$ cat src/rtl/count_defs.sv
// Shared definitions for the count monitor.
// State encodings and default widths.
package count_defs;

   localparam int DEF_WIDTH = 4;
   localparam int DEF_ERR_W = 8;

   typedef enum logic [1:0] {
      ST_UNLOCKED = 2'd0,
      ST_ACQUIRE  = 2'd1,
      ST_LOCKED   = 2'd2
   } state_e;

endpackage

$ cat src/rtl/count_predictor.sv
// Next-value predictor for the observed counter.
// Mirrors the counter's own update rule on the sampled inputs.
module count_predictor
   import count_defs::*;
#(
   parameter int WIDTH = DEF_WIDTH
) (
   input  logic             cnt_reset_i,
   input  logic             enable_i,
   input  logic [WIDTH-1:0] count_i,
   output logic [WIDTH-1:0] pred_o
);

   // cnt_reset wins over enable; prediction is built from the observed count
   always_comb begin
      pred_o = count_i;
      if (cnt_reset_i) begin
         pred_o = '0;
      end else if (enable_i) begin
         pred_o = count_i + WIDTH'(1);
      end
   end

endmodule

$ cat src/rtl/count_monitor.sv
// Lock-and-track monitor for an up-counter.
// Locks after LOCK_N good predictions, flags mismatches and wraps.
module count_monitor
   import count_defs::*;
#(
   parameter int WIDTH  = DEF_WIDTH,
   parameter int ERR_W  = DEF_ERR_W,
   parameter int LOCK_N = 2
) (
   input  logic             clk,
   input  logic             reset,
   input  logic             cnt_reset,
   input  logic             enable,
   input  logic [WIDTH-1:0] count,
   output logic             locked,
   output logic             mismatch,
   output logic             wrap,
   output logic [WIDTH-1:0] expected,
   output logic [ERR_W-1:0] err_count
);

   localparam logic [3:0] LOCK_T = 4'(LOCK_N);

   state_e           state_q, state_d;
   logic [3:0]       streak_q, streak_d;
   logic [WIDTH-1:0] exp_q, exp_d;
   logic [ERR_W-1:0] err_q, err_d;
   logic             lock_q, lock_d;
   logic             mm_q, mm_d;
   logic             wrap_q, wrap_d;
   logic [WIDTH-1:0] pred;
   logic             hit;

   count_predictor #(
      .WIDTH(WIDTH)
   ) u_pred (
      .cnt_reset_i(cnt_reset),
      .enable_i   (enable),
      .count_i    (count),
      .pred_o     (pred)
   );

   assign hit = (count == exp_q);

   // State and output registers; reset discards everything silently
   always_ff @(posedge clk) begin
      if (!reset) begin
         state_q  <= ST_UNLOCKED;
         streak_q <= '0;
         exp_q    <= '0;
         err_q    <= '0;
         lock_q   <= 1'b0;
         mm_q     <= 1'b0;
         wrap_q   <= 1'b0;
      end else begin
         state_q  <= state_d;
         streak_q <= streak_d;
         exp_q    <= exp_d;
         err_q    <= err_d;
         lock_q   <= lock_d;
         mm_q     <= mm_d;
         wrap_q   <= wrap_d;
      end
   end

   // Next state, streak, error count and pulse outputs
   always_comb begin
      state_d  = state_q;
      streak_d = streak_q;
      exp_d    = pred;
      err_d    = err_q;
      mm_d     = 1'b0;
      wrap_d   = 1'b0;
      unique case (state_q)
         ST_UNLOCKED: begin
            streak_d = '0;
            state_d  = ST_ACQUIRE;
         end
         ST_ACQUIRE: begin
            if (hit) begin
               if (streak_q + 4'd1 >= LOCK_T) begin
                  streak_d = '0;
                  state_d  = ST_LOCKED;
               end else begin
                  streak_d = streak_q + 4'd1;
               end
            end else begin
               streak_d = '0;
            end
         end
         ST_LOCKED: begin
            wrap_d = (&count) && enable && !cnt_reset;
            if (!hit) begin
               mm_d     = 1'b1;
               streak_d = '0;
               state_d  = ST_ACQUIRE;
               if (err_q != {ERR_W{1'b1}}) begin
                  err_d = err_q + ERR_W'(1);
               end
            end
         end
         default: begin
            state_d  = ST_UNLOCKED;
            streak_d = '0;
         end
      endcase
      lock_d = (state_d == ST_LOCKED);
   end

   assign locked    = lock_q;
   assign mismatch  = mm_q;
   assign wrap      = wrap_q;
   assign expected  = exp_q;
   assign err_count = err_q;

endmodule

$ cat config.mk
export PLATFORM = sky130hd
export DESIGN_NAME = count_monitor
export DESIGN_NICKNAME = d
export VERILOG_FILES = /design/src/rtl/count_defs.sv /design/src/rtl/count_predictor.sv /design/src/rtl/count_monitor.sv
export SDC_FILE = /design/constraint.sdc
export NUM_CORES = 1
export LEC_CHECK = 0
export BUFFER_PORTS_ARGS = -buffer_cell sky130_fd_sc_hd__buf_2
export CORE_MARGIN = 4
export CORE_UTILIZATION = 45
export DETAILED_ROUTE_END_ITERATION = 8
export PLACE_DENSITY_LB_ADDON = 0.1
export SYNTH_ARGS = -nofsm -noshare
export SYNTH_HDL_FRONTEND = slang
export SYNTH_SLANG_ARGS = --single-unit
export TNS_END_PERCENT = 1
$ cat constraint.sdc
create_clock -name clk -period 3.3 [get_ports clk]
set_clock_uncertainty 0.1 [all_clocks]
set_input_delay 0.495 -clock clk [delete_from_list [all_inputs] [get_ports clk]]
set_output_delay 0.495 -clock clk [all_outputs]
set_load 0.005 [all_outputs]
Yosys cells after proc, flatten, opt, wreduce, memory -nomap -nowiden. Index checks and enable logic that the tools add are counted.

Register bits: 21. Input bits: 8. Output and inout bits: 15. Word-level logic and storage cells: 37.

$add $sub $neg: 3. Order comparisons: 1. Equality and inequality tests: 6. Muxes and demuxes: 10. Bitwise gates (word level): 2. Reduce and logical (&&, ||, !) cells: 8.

Operators with widths (count): $mux W4 (4); $add A4 B1 Y4 const B (2); $add A8 B1 Y8 const B (1); $ne A8 B8 Y1 const B (1); $pmux W4 S2 (1); $mux W2 (3); $pmux W2 S3 (1); $eq A2 B2 Y1 const B (2); $eq A4 B4 Y1 (1); $ge A4 B2 Y1 const B (1); $reduce_and A4 Y1 (1); $reduce_and A3 Y1 (1); $eq A2 B1 Y1 const B (1); $logic_and A1 B1 Y1 (2); $logic_not A2 Y1 (1); $ne A2 B2 Y1 const B (1); $not A1 Y1 (2); $reduce_and A2 Y1 (1); $reduce_or A2 Y1 (1); $logic_not A1 Y1 (1); $mux W1 (1).

Longest topological paths before layout.
Word-level depth: 6. Depth in mapped cells: 6. Mapped depth without buffers: 6.

Hierarchy. Synthesis repeated with hierarchy kept, for this count alone.

Cells, all modules: 108. Area, all modules: 1021.0 µm².

By module, submodules not included: count_monitor (times used 1, cells each 96, area each 928.4 µm², seq. area each 420.4 µm²); count_predictor (times used 1, cells each 12, area each 92.6 µm², seq. area each 0.0 µm²).

Worst setup path after synthesis. Ideal clock, no wire load.

Kind: input port to flip-flop. From: input port count[1]. To: register err_q[3], in the netlist err_count[3]. Arrival time: 1.571 ns. Data required time: 3.085 ns. Setup slack: 1.514 ns. Stages: 5. Cell sequence: xor2_1 nor4_4 nor3_2 xor2_1 and2_1.

Longest elaborated chain between the ends: 3.

Ends and longest elaborated chain: from (decl) (line count_monitor.sv:14) `input logic [WIDTH-1:0] count,`; $eq A4 B4 Y1 (line count_monitor.sv:43) `assign hit = (count == exp_q);`; $not A1 Y1 (no source line); $reduce_and A3 Y1 (no source line); to (signal assigned) (line count_monitor.sv:59) `err_q <= err_d;`; to (decl) (line count_monitor.sv:27) `logic [ERR_W-1:0] err_q, err_d;`.

No other way between the ends. A chain may end at the register's enable or synchronous reset.

Worst setup path after layout.
From: register err_q[1], in the netlist err_count[1]. To: register err_q[3], in the netlist err_count[3].

Longest elaborated chain between the ends: 2.

Ends and longest elaborated chain: parallel branches: the longest is 2 deep, another holds $add A8 B1 Y8.

Several ways; the timed one is not identified.

==> summary.txt <==
Clock network
  • Clock slew seen by the registers of the worst setup and hold paths: around 0.11 ns
  • Cts-stage hold buffer count: 0
  • Post-CTS Resized: 0
  • Root Buffer: clkbuf_4
  • Clk Latency, worst-skew pair: approximately 0.30 ns
  • Num CTS Buffers: 3
  • CTS sink cnt: 21
  • Clock Path Buffers: 2
  • Setup bufs post-CTS: 0
  • H-Tree Level Count: 1
  • CTS tree: built

Final layout
  • Nets@finish: about 150
  • # fillers: 189
  • Layout cells sized above 1: 22.0%
  • Final instance area: approximately 1100 um^2
  • Antenna Cells: 0
  • Layout area overhead: 17.1%

Power
  • P_leak: 0.545 nW
  • Pwr per Cell Area: 363 nW/um^2
  • Worst VDD drop: 0.244 mV

Drt
  • Total Routed Length: 1.82 mm
  • DRC errors left: 0
  • Routed vias: approximately 810
  • DR WL/cell: roughly 11 um
  • Vias per std cell: 5.10
  • Starting DRT DRC Count: 8
  • DRT antenna net count: 0
  • DR pass1 iterations: 4

Synthesis
  • Synth top area share: 43.1%
  • Area leader, netlist: dfxtp_1
  • Post-synth EDFFs: 0
  • Mapped Cells: 107
  • Cell Area, Synth: 975 um^2
  • Synth Area per Inst: around 9 um^2
  • Syn nets: 119
  • Post-synth top flop: dfxtp_1
  • Largest cells by area after synthesis: dfxtp_1 43%, xor2_1 8.1%, nand2_1 6.2%, ha_1 5.1%, and2_1 4.5%
  • Yosys warns: 0
  • Async SR Flop Fraction: 0%
  • Most common cell in the netlist: dfxtp_1
  • Synth cell types: 28
  • Yosys reg bits: 21
  • Register area share after synthesis: ~43%
  • Top cells by count, synth: 21 x dfxtp_1, 16 x nand2_1, 9 x xor2_1

Critical path
  • FF-to-FF path depth: 6
  • Worst Path Required: between 3 and 4 ns
  • FF-to-FF setup slack: 1.43 ns
  • Worst-path maximum fanout: 4
  • Crit end category: flip-flop
  • Reg2Reg Launch Point: err_count[1]
  • Endpoint of the worst register-to-register path: err_count[3]
  • Crit Path Category: flip-flop to flip-flop
  • Crit path DAT: slightly below 2 ns
  • Startpoint types: flip-flop

Place
  • PortBufs: 22
  • Final Wtd Congestion: 0.701
  • DP Area: 1110 um^2
  • Final HPWL DP: 1.45 mm

STA
  • Period utilization: around 57%
  • Final hold violations: 0
  • Unrepaired setup endpoints after global routing: no
  • Final setup fails: 0
  • Slew at the pin closest to its max-slew limit: between 0.5 and 0.6 ns
  • Slew headroom: 65.0%
  • Post-Route Setup TNS: 0 ns
  • Max-slew violations: 0
  • Crit path time final: 1.87 ns
  • Fmax achieved: 534 MHz

GRT
  • Initial antenna violation count: 0
  • First-pass GRT wire length: ~3 mm
  • All-Layer GR Usage: 13.9%
  • Largest net degree at the start of global routing: 18
  • Vias in the first global route: about 740
  • Total grt overflow: 0

Floorplanning
  • Starting density of the core: just under 50%
  • Die X: around 55 um
  • Io pins: 23
  • Die H: 54.5 um
  • Area of the core: 2000 um^2
  • Die area: 2970 um^2
  • Number of cell rows: 16

Outcome
  • Status: finished clean

Flow run
  • Max Cap Viol: 0

Hold path
  • Hold path depth: 2
  • Worst Hold End: wrap
  • Min-delay src: cnt_reset
  • Hold WC Path Type: input pin to flip-flop
[flip-flops by register name, summed over array words and instances, names as in the netlist]
signal,cells
err_count,8
expected,4
streak_q,4
state_q,2
locked,1
mismatch,1
wrap,1
[cells in the final DEF, fill, tap and decap left out, types with 2 or more instances in the layout]
cell      Yosys  layout
nand3_1       5       5
and2_1        7       7
inv_1         3       3
xor2_1        9       9
a21oi_1       5       5
buf_2         0      22
nand4_1       3       3
nor4_1        2       2
nor3_2        2       2
dfxtp_1      21      21
nand2b_1      4       4
ha_1          4       4
nand2_1      16      16
clkbuf_4      0       3
nor2_1        7       7
o21ai_0       2       2
nor3_1        2       2
mux2i_1       3       3
[per-layer routing]
metal,GRT usage (%),vias up,share of wire [%]
met3,2.45,4,5.0
met2,23.5,17,49
met1,16.6,369,45
met5,0,-,0
li1,-,421,-
met4,7.47,0,1.1
[per-stage QoR]
step / util (%) / cells / setup slack [ns] / power, mW / hold slack [ns]
3_3_place_gp: 55.7 / 155 / 1.29 / 0.298 / 0.365
4_1_cts: 57.0 / 159 / 1.43 / 0.421 / 0.247
6_report: 57.0 / 159 / 1.43 / 0.414 / 0.259
5_1_grt: 57.0 / 159 / 1.29 / 0.433 / 0.258
3_5_place_dp: 55.7 / 155 / 1.27 / 0.299 / 0.381
2_1_floorplan: - / 107 / 1.51 / 0.285 / 0.349
[area by class of cell]
cell class | count | area (um^2) | area share [%]
Inverter | 3 | 11.3 | 0.987
Tap cell | 27 | 33.8 | 2.96
Clock buffer | 4 | 26.3 | 2.30
Sequential cell | 21 | 420 | 36.8
Multi-Input combinational cell | 82 | 539 | 47.3
Timing Repair Buffer | 22 | 110 | 9.65
[worst max-delay path: stages, from the launching register on]
cell	delay, ns
dfxtp_1	0.40
ha_1	0.19
nand3_1	0.14
nor3_1	0.48
nor3_2	0.14
xor2_1	0.16
and2_1	0.16
[cells by family after synthesis]
group	count (synthesis)	synth area share [%]
DFF	21	43.1
adders and majority gates	4	5.13
AOI/OAI and AO/OA	11	6.93
muxes	3	3.08
and+or+nand+nor	54	31.2
buffers and inverters	4	1.54
xor gates and xnor gates	10	8.99
[worst max path at each step]
| stage | endpoint | startpoint |
|---|---|---|
| 2_1_floorplan | err_count[3] | count[1] |
| 3_3_place_gp | err_count[3] | count[1] |
| 3_5_place_dp | err_count[0] | count[1] |
| 4_1_cts | err_count[3] | err_count[0] |
| 5_1_grt | err_count[3] | err_count[0] |
| 6_report | err_count[3] | err_count[1] |
[where the power goes]
group | leakage [nW] | total [mW] | switching, mW | internal [mW]
sequential | 0.170 | 0.259 | 0.00249 | 0.257
combinational | 0.360 | 0.0333 | 0.0196 | 0.0136
clock | 0.0150 | 0.121 | 0.0742 | 0.0471
total | 0.545 | 0.414 | 0.0963 | 0.317
Power figures use the tool's default switching activity.
